==> src/rtl/fifo_pkg.sv <==
// Shared definitions for the synchronous FIFO family.
//   FIFO_STD / FIFO_FWFT : read-mode selectors for the FWFT parameter
//   DEF_DATA_W / DEF_ADDR_W : default geometry (8-bit x 8-entry)
//   clog2() : ceiling log2, usable in constant expressions
package fifo_pkg;

  localparam int unsigned FIFO_STD   = 0;
  localparam int unsigned FIFO_FWFT  = 1;
  localparam int unsigned DEF_DATA_W = 8;
  localparam int unsigned DEF_ADDR_W = 3;

  function automatic int unsigned clog2(input int unsigned value);
    int unsigned result;
    result = 0;
    for (int unsigned i = 0; i < 32; i++) begin
      if ((64'd1 << i) < 64'(value)) result = i + 1;
    end
    return result;
  endfunction

endpackage

==> src/rtl/fifo_ram_2p.sv <==
// Two-port storage array for the FIFO: one synchronous write port and one
// read port that is either registered (ASYNC_RD=0) or combinational
// (ASYNC_RD=1). Only the registered read output is reset; the array is not.
//   clk, rst            : clock, async active-high reset (read register only)
//   wr_en/wr_addr/wr_data : write port
//   rd_en/rd_addr       : read port (rd_en ignored when ASYNC_RD=1)
//   rd_data             : read data
module fifo_ram_2p
  import fifo_pkg::*;
#(
  parameter int unsigned DATA_W   = DEF_DATA_W,
  parameter int unsigned ADDR_W   = DEF_ADDR_W,
  parameter int unsigned ASYNC_RD = FIFO_STD
) (
  input  logic              clk,
  input  logic              rst,
  input  logic              wr_en,
  input  logic [ADDR_W-1:0] wr_addr,
  input  logic [DATA_W-1:0] wr_data,
  input  logic              rd_en,
  input  logic [ADDR_W-1:0] rd_addr,
  output logic [DATA_W-1:0] rd_data
);

  localparam int unsigned DEPTH = 1 << ADDR_W;

  logic [DATA_W-1:0] mem [DEPTH];

  always_ff @(posedge clk) begin
    if (wr_en) mem[wr_addr] <= wr_data;
  end

  generate
    if (ASYNC_RD != 0) begin : g_async_rd
      logic unused_rd_ctrl;
      assign unused_rd_ctrl = rst ^ rd_en;
      assign rd_data = mem[rd_addr];
    end else begin : g_sync_rd
      always_ff @(posedge clk or posedge rst) begin
        if (rst)        rd_data <= '0;
        else if (rd_en) rd_data <= mem[rd_addr];
      end
    end
  endgenerate

endmodule

==> src/rtl/sync_fifo_param.sv <==
// Single-clock parametrised FIFO with occupancy count, almost-full/empty
// thresholds, sticky overflow/underflow flags and selectable FWFT read mode.
//   clk, rst      : clock, async active-high reset
//   wr_en/wr_data : push request and data (dropped when full)
//   rd_en         : pop request (ignored when empty)
//   clr_err       : clears overflow/underflow (a same-cycle set wins)
//   rd_data/rd_valid : read word and its qualifier
//   full/empty/almost_full/almost_empty : decodes of count
//   count         : occupancy 0..DEPTH
//   overflow/underflow : sticky error flags
module sync_fifo_param
  import fifo_pkg::*;
#(
  parameter int unsigned DATA_W   = DEF_DATA_W,
  parameter int unsigned ADDR_W   = DEF_ADDR_W,
  parameter int unsigned AF_LEVEL = 6,
  parameter int unsigned AE_LEVEL = 1,
  parameter int unsigned FWFT     = FIFO_STD
) (
  input  logic              clk,
  input  logic              rst,
  input  logic              wr_en,
  input  logic [DATA_W-1:0] wr_data,
  input  logic              rd_en,
  input  logic              clr_err,
  output logic [DATA_W-1:0] rd_data,
  output logic              rd_valid,
  output logic              full,
  output logic              empty,
  output logic              almost_full,
  output logic              almost_empty,
  output logic [ADDR_W:0]   count,
  output logic              overflow,
  output logic              underflow
);

  localparam int unsigned     DEPTH   = 1 << ADDR_W;
  localparam logic [ADDR_W:0] DEPTH_C = (ADDR_W + 1)'(DEPTH);
  localparam logic [ADDR_W:0] AF_C    = (ADDR_W + 1)'(AF_LEVEL);
  localparam logic [ADDR_W:0] AE_C    = (ADDR_W + 1)'(AE_LEVEL);
  localparam logic [ADDR_W:0] ONE     = {{ADDR_W{1'b0}}, 1'b1};

  generate
    if (DATA_W == 0) begin : g_bad_data_w
      $error("sync_fifo_param: DATA_W must be >= 1");
    end
    if (ADDR_W == 0 || clog2(DEPTH) != ADDR_W) begin : g_bad_addr_w
      $error("sync_fifo_param: ADDR_W out of range");
    end
    if (AF_LEVEL == 0 || AF_LEVEL > DEPTH) begin : g_bad_af
      $error("sync_fifo_param: AF_LEVEL must be in 1..DEPTH");
    end
    if (AE_LEVEL >= DEPTH) begin : g_bad_ae
      $error("sync_fifo_param: AE_LEVEL must be in 0..DEPTH-1");
    end
    if (FWFT > FIFO_FWFT) begin : g_bad_fwft
      $error("sync_fifo_param: FWFT must be 0 or 1");
    end
  endgenerate

  logic [ADDR_W:0] wr_ptr;
  logic [ADDR_W:0] rd_ptr;
  logic            wr_acc;
  logic            rd_acc;

  assign full         = (count == DEPTH_C);
  assign empty        = (count == '0);
  assign almost_full  = (count >= AF_C);
  assign almost_empty = (count <= AE_C);

  assign wr_acc = wr_en & ~full;
  assign rd_acc = rd_en & ~empty;

  always_ff @(posedge clk or posedge rst) begin
    if (rst) begin
      wr_ptr <= '0;
      rd_ptr <= '0;
      count  <= '0;
    end else begin
      if (wr_acc) wr_ptr <= wr_ptr + ONE;
      if (rd_acc) rd_ptr <= rd_ptr + ONE;
      unique case ({wr_acc, rd_acc})
        2'b10:   count <= count + ONE;
        2'b01:   count <= count - ONE;
        default: count <= count;
      endcase
    end
  end

  // A new error event outranks clr_err in the same cycle.
  always_ff @(posedge clk or posedge rst) begin
    if (rst) begin
      overflow  <= 1'b0;
      underflow <= 1'b0;
    end else begin
      overflow  <= (wr_en & full)  | (overflow  & ~clr_err);
      underflow <= (rd_en & empty) | (underflow & ~clr_err);
    end
  end

  fifo_ram_2p #(
    .DATA_W   (DATA_W),
    .ADDR_W   (ADDR_W),
    .ASYNC_RD (FWFT)
  ) u_ram (
    .clk     (clk),
    .rst     (rst),
    .wr_en   (wr_acc),
    .wr_addr (wr_ptr[ADDR_W-1:0]),
    .wr_data (wr_data),
    .rd_en   (rd_acc),
    .rd_addr (rd_ptr[ADDR_W-1:0]),
    .rd_data (rd_data)
  );

  // In FWFT mode the head word is always presented, so validity is simply
  // "not empty"; otherwise it marks the cycle after an accepted pop.
  generate
    if (FWFT != 0) begin : g_fwft_valid
      assign rd_valid = ~empty;
    end else begin : g_std_valid
      always_ff @(posedge clk or posedge rst) begin
        if (rst) rd_valid <= 1'b0;
        else     rd_valid <= rd_acc;
      end
    end
  endgenerate

endmodule
==> config.mk <==
export PLATFORM = sky130hd
export DESIGN_NAME = sync_fifo_param
export DESIGN_NICKNAME = d
export VERILOG_FILES = /design/src/rtl/fifo_pkg.sv /design/src/rtl/fifo_ram_2p.sv /design/src/rtl/sync_fifo_param.sv
export SDC_FILE = /design/constraint.sdc
export NUM_CORES = 1
export LEC_CHECK = 0
export BUFFER_PORTS_ARGS = -buffer_cell sky130_fd_sc_hd__buf_2
export CAP_MARGIN = 20
export CORE_UTILIZATION = 50
export DETAILED_ROUTE_END_ITERATION = 8
export PLACE_DENSITY = 0.75
export SLEW_MARGIN = 0
export SYNTH_ARGS = -nofsm -noshare
export SYNTH_HDL_FRONTEND = slang
export SYNTH_HIERARCHICAL = 1
export SYNTH_SLANG_ARGS = --single-unit
==> constraint.sdc <==
create_clock -name clk -period 2.46 [get_ports clk]
set_clock_uncertainty 0.1 [all_clocks]
set_input_delay 0.123 -clock clk [delete_from_list [all_inputs] [get_ports clk]]
set_output_delay 0.123 -clock clk [all_outputs]
set_load 0.05 [all_outputs]
==> flow_metrics.py <==
metrics = {
    "outcome": {
        "status": "complete, no violations",
    },
    "yosys": {
        "synth_most_common_cell": "edfxtp_1",
        "synthSimpleGateAreaFrac_pct": 8.41,
        "synth_common_cells": "edfxtp_1 (64), mux2i_1 (25), dfrtp_1 (21), nor2b_1 (16), nand3_1 (10)",
        "ys_ff_latch": 85,
        "synthXorXnorAreaFrac_pct": 1.99,
        "yosysTopAreaCellShare_pct": 54.5,
        "ys.flop_type": "edfxtp_1",
        "yosys-top-cells-area": "edfxtp_1 (55%), dfrtp_1 (15%), mux2i_1 (7.1%)",
        "synth_top_family_by_area": "simple AND/OR/NAND/NOR gates",
        "syn_inst": 227,
        "synth_edf_count": 64,
        "yosysWarningCount": 6,
        "synth_nets": 247,
        "synth.largest_area_cell": "edfxtp_1",
        "synthArstFlopShare_pct": 24.7,
        "muxShareOfSynthArea_pct": 7.74,
        "avgSynthCellArea_um2": 15.5,
        "yosysUniqueCellTypes": 33,
        "syn_area_um2": 3520,
        "seq_area_frac_synth_pct": 69.4,
        "synth_adder_area_share_pct": 2.48,
        "synth-compound-area-share_pct": 6.99,
    },
    "timing": {
        "fin_crit_sh_pct": 92.7,
        "fmax_mhz": 439,
        "fin_setup_tns_ns": 0,
        "drv_slew": 0,
        "slew_headroom_pct": 33.5,
        "period_minus_slack_ns": 2.28,
        "rsz0062_at_grt": "no",
        "setup_viol": 0,
        "worst_slew_pin_slew_ns": 0.997,
        "finalHoldViolations": 0,
    },
    "clocking": {
        "numCtsBuffers": 9,
        "clockRootBuffer": "clkbuf_8",
        "h-tree-depth": 3,
        "cts_setup_buffers": 0,
        "clock_latency_ns": 0.34,
        "cts_tree": "yes",
        "clk_pin_slew_ns": 0.08,
        "cts_buffer_depth": 2,
        "clkSinkCount": 85,
    },
    "setup_path": {
        "r2r_start": "count[0]",
        "worst-endpoint-required_ns": 2.63,
        "rrSetupSlack_ns": 0.18,
        "cp-end-kind": "register",
        "start_kind": "register",
        "path_class": "reg2reg",
        "reg2reg_depth": 9,
        "crit_path_max_fanout": 7,
        "arrival_ns": 2.45,
        "r2r-end": "count[3]",
    },
    "floorplanning": {
        "coreArea_um2": 6790,
        "die_w_um": 86.0,
        "die_height_um": 86.0,
        "die_area_um2": 7390,
        "floorplan.initialDensity_pct": 51.9,
        "rows": 30,
        "ios": 32,
    },
    "power": {
        "p_int_w": 0.00296,
        "power_frac_clock_pct": 17.1,
        "seq_power_share_pct": 45.1,
        "p_comb_share_pct": 37.8,
        "swShare_pct": 40.3,
        "ir_worst_vdd_mv": 0.467,
        "powerDensity_nw_per_um2": 1210,
        "p_leak_nw": 1.64,
        "switchingPower_w": 0.00200,
    },
    "drt": {
        "vias_per_cell": 5.23,
        "drt_pass1_iterations": 4,
        "wl_per_cell_um": 15.8,
        "ant_nets": 0,
        "dr_total_vias": 2004,
        "drt_iter0_markers": 127,
        "routed_wl_um": 6050,
        "drc": 0,
    },
    "grt": {
        "grt_max_degree": 43,
        "grt_pass1_vias": 1932,
        "antenna_found_initial": 0,
        "grt_pass1_wl_um": 9880,
        "groute.usage.overall_pct": 18.5,
        "overflow": 0,
    },
    "place": {
        "place.gp.congestion": 0.733,
        "portBuffers": 31,
        "placed_cell_area_um2": 3820,
        "hpwl_um": 3940,
    },
    "cells_and_area": {
        "area_growth_syn_to_layout_pct": 16.4,
        "fin_area_um2": 4100,
        "nets": 302,
        "utilization_pct": 60.4,
        "layout-drive-gt1-share_pct": 23.7,
        "antenna_cells": 0,
    },
    "min_path": {
        "min_path_cells": 3,
        "min_from": "clr_err",
        "whs_endpoint": "underflow",
        "holdCritPathClass": "in2reg",
    },
    "run": {
        "drv_cap": 0,
    },
}
## flip-flops by register name, summed over array words and instances (netlist names)
| register | cells |
|---|---|
| count | 4 |
| u_ram/rd_data | 8 |
| u_ram/mem | 64 |
| rd_valid | 1 |
| underflow | 1 |
| wr_ptr | 3 |
| overflow | 1 |
| rd_ptr | 3 |
## area by class of cell
class	instances	area, um^2
Inverter	9	33.8
Clock inverter	7	50.0
Fill cell	519	2690
Sequential cell	85	2450
Clock buffer	9	124
Tap cell	96	120
Multi-Input combinational cell	124	976
Timing Repair Buffer	53	348
## routing by layer
metal,track usage [%],part of all wire (%),routed length (um),vias to the layer above
met4,6.21,0.61,37,0
met1,27.2,51,3060,1003
met2,26.6,45,2750,36
met3,5.20,3.3,201,4
li1,-,-,-,961
met5,0,0,0,-
## power groups by stage
stage / Combinational, W / Clock, W / Sequential, W
finish: 0.00187 / 0.000847 / 0.00223
global route: 0.00203 / 0.000949 / 0.00229
CTS: 0.00188 / 0.000872 / 0.00224
detailed placement: 0.00186 / 0 / 0.00226
global placement: 0.00183 / 0 / 0.00226
floorplan: 0.00120 / 0 / 0.00248
## per-stage QoR
step | power (W) | hold WS [ns] | std cells | setup WS (ns)
after floorplan | 0.00368 | -0.161 | 227 | 0.0532
after global placement | 0.00409 | 0.0146 | 356 | 0.229
after detailed placement | 0.00412 | 0.0147 | 356 | 0.169
after CTS | 0.00499 | 0.00179 | 383 | 0.164
after global routing | 0.00526 | 0.0179 | 383 | 0.00530
final | 0.00496 | 0.0137 | 383 | 0.180
## layout by cell type, fill, tap and decap left out, drive strengths merged
cell type    netlist  layout
xor2               2       2
nor3               3       3
ha                 7       7
clkinvlp           0       2
a22o               2       2
clkinv             0       4
edfxtp            64      64
nor2               9       9
a41o               8       8
dfrtp             21      21
nand2              5       5
inv                9      10
nand2b             5       5
xnor2              6       6
clkbuf             1       9
buf                8      42
mux2               2       2
a211o              8       8
and2b              1       1
or3b               1       1
mux2i             25      25
nor2b             16      16
nand4b             1       1
or4b               1       1
dlygate4sd3        0      11
a21oi              1       1
nand3b             1       1
o21ai              2       2
a22oi              8       8
nand3             10      10
## how the worst max path moves through the flow
| stage | startpoint | end | slack, ns |
|---|---|---|---|
| finish | count[0] | count[3] | 0.18 |
| global placement | count[0] | count[3] | 0.23 |
| floorplan | count[0] | count[3] | 0.05 |
| detailed placement | count[0] | count[3] | 0.17 |
| CTS | count[0] | count[3] | 0.16 |
| global route | count[0] | count[3] | 0.005 |
## logic make-up after synthesis
| family | Yosys count |
|---|---|
| AO/OA/AOI/OAI | 29 |
| XOR/XNOR | 8 |
| adder cells (fa/ha/maj) | 7 |
| buffers and inverters | 18 |
| flip-flops | 85 |
| multiplexers | 27 |
| AND/OR/NAND/NOR | 53 |
## critical path: stages (launching register included)
cell and delay, ns:
dfrtp_2 0.45, inv_1 0.10, ha_1 0.22, or3b_2 0.50, nand2_2 0.12, inv_2 0.04
ha_2 0.19, nand4b_1 0.19, a21oi_2 0.17, xor2_1 0.14
## what timing repair did
item	CTS	global route
hold buffers	11	0
gates resized for setup	0	0
endpoints found under the hold margin	90	0
Note: power is estimated with default switching activity, not from simulation.
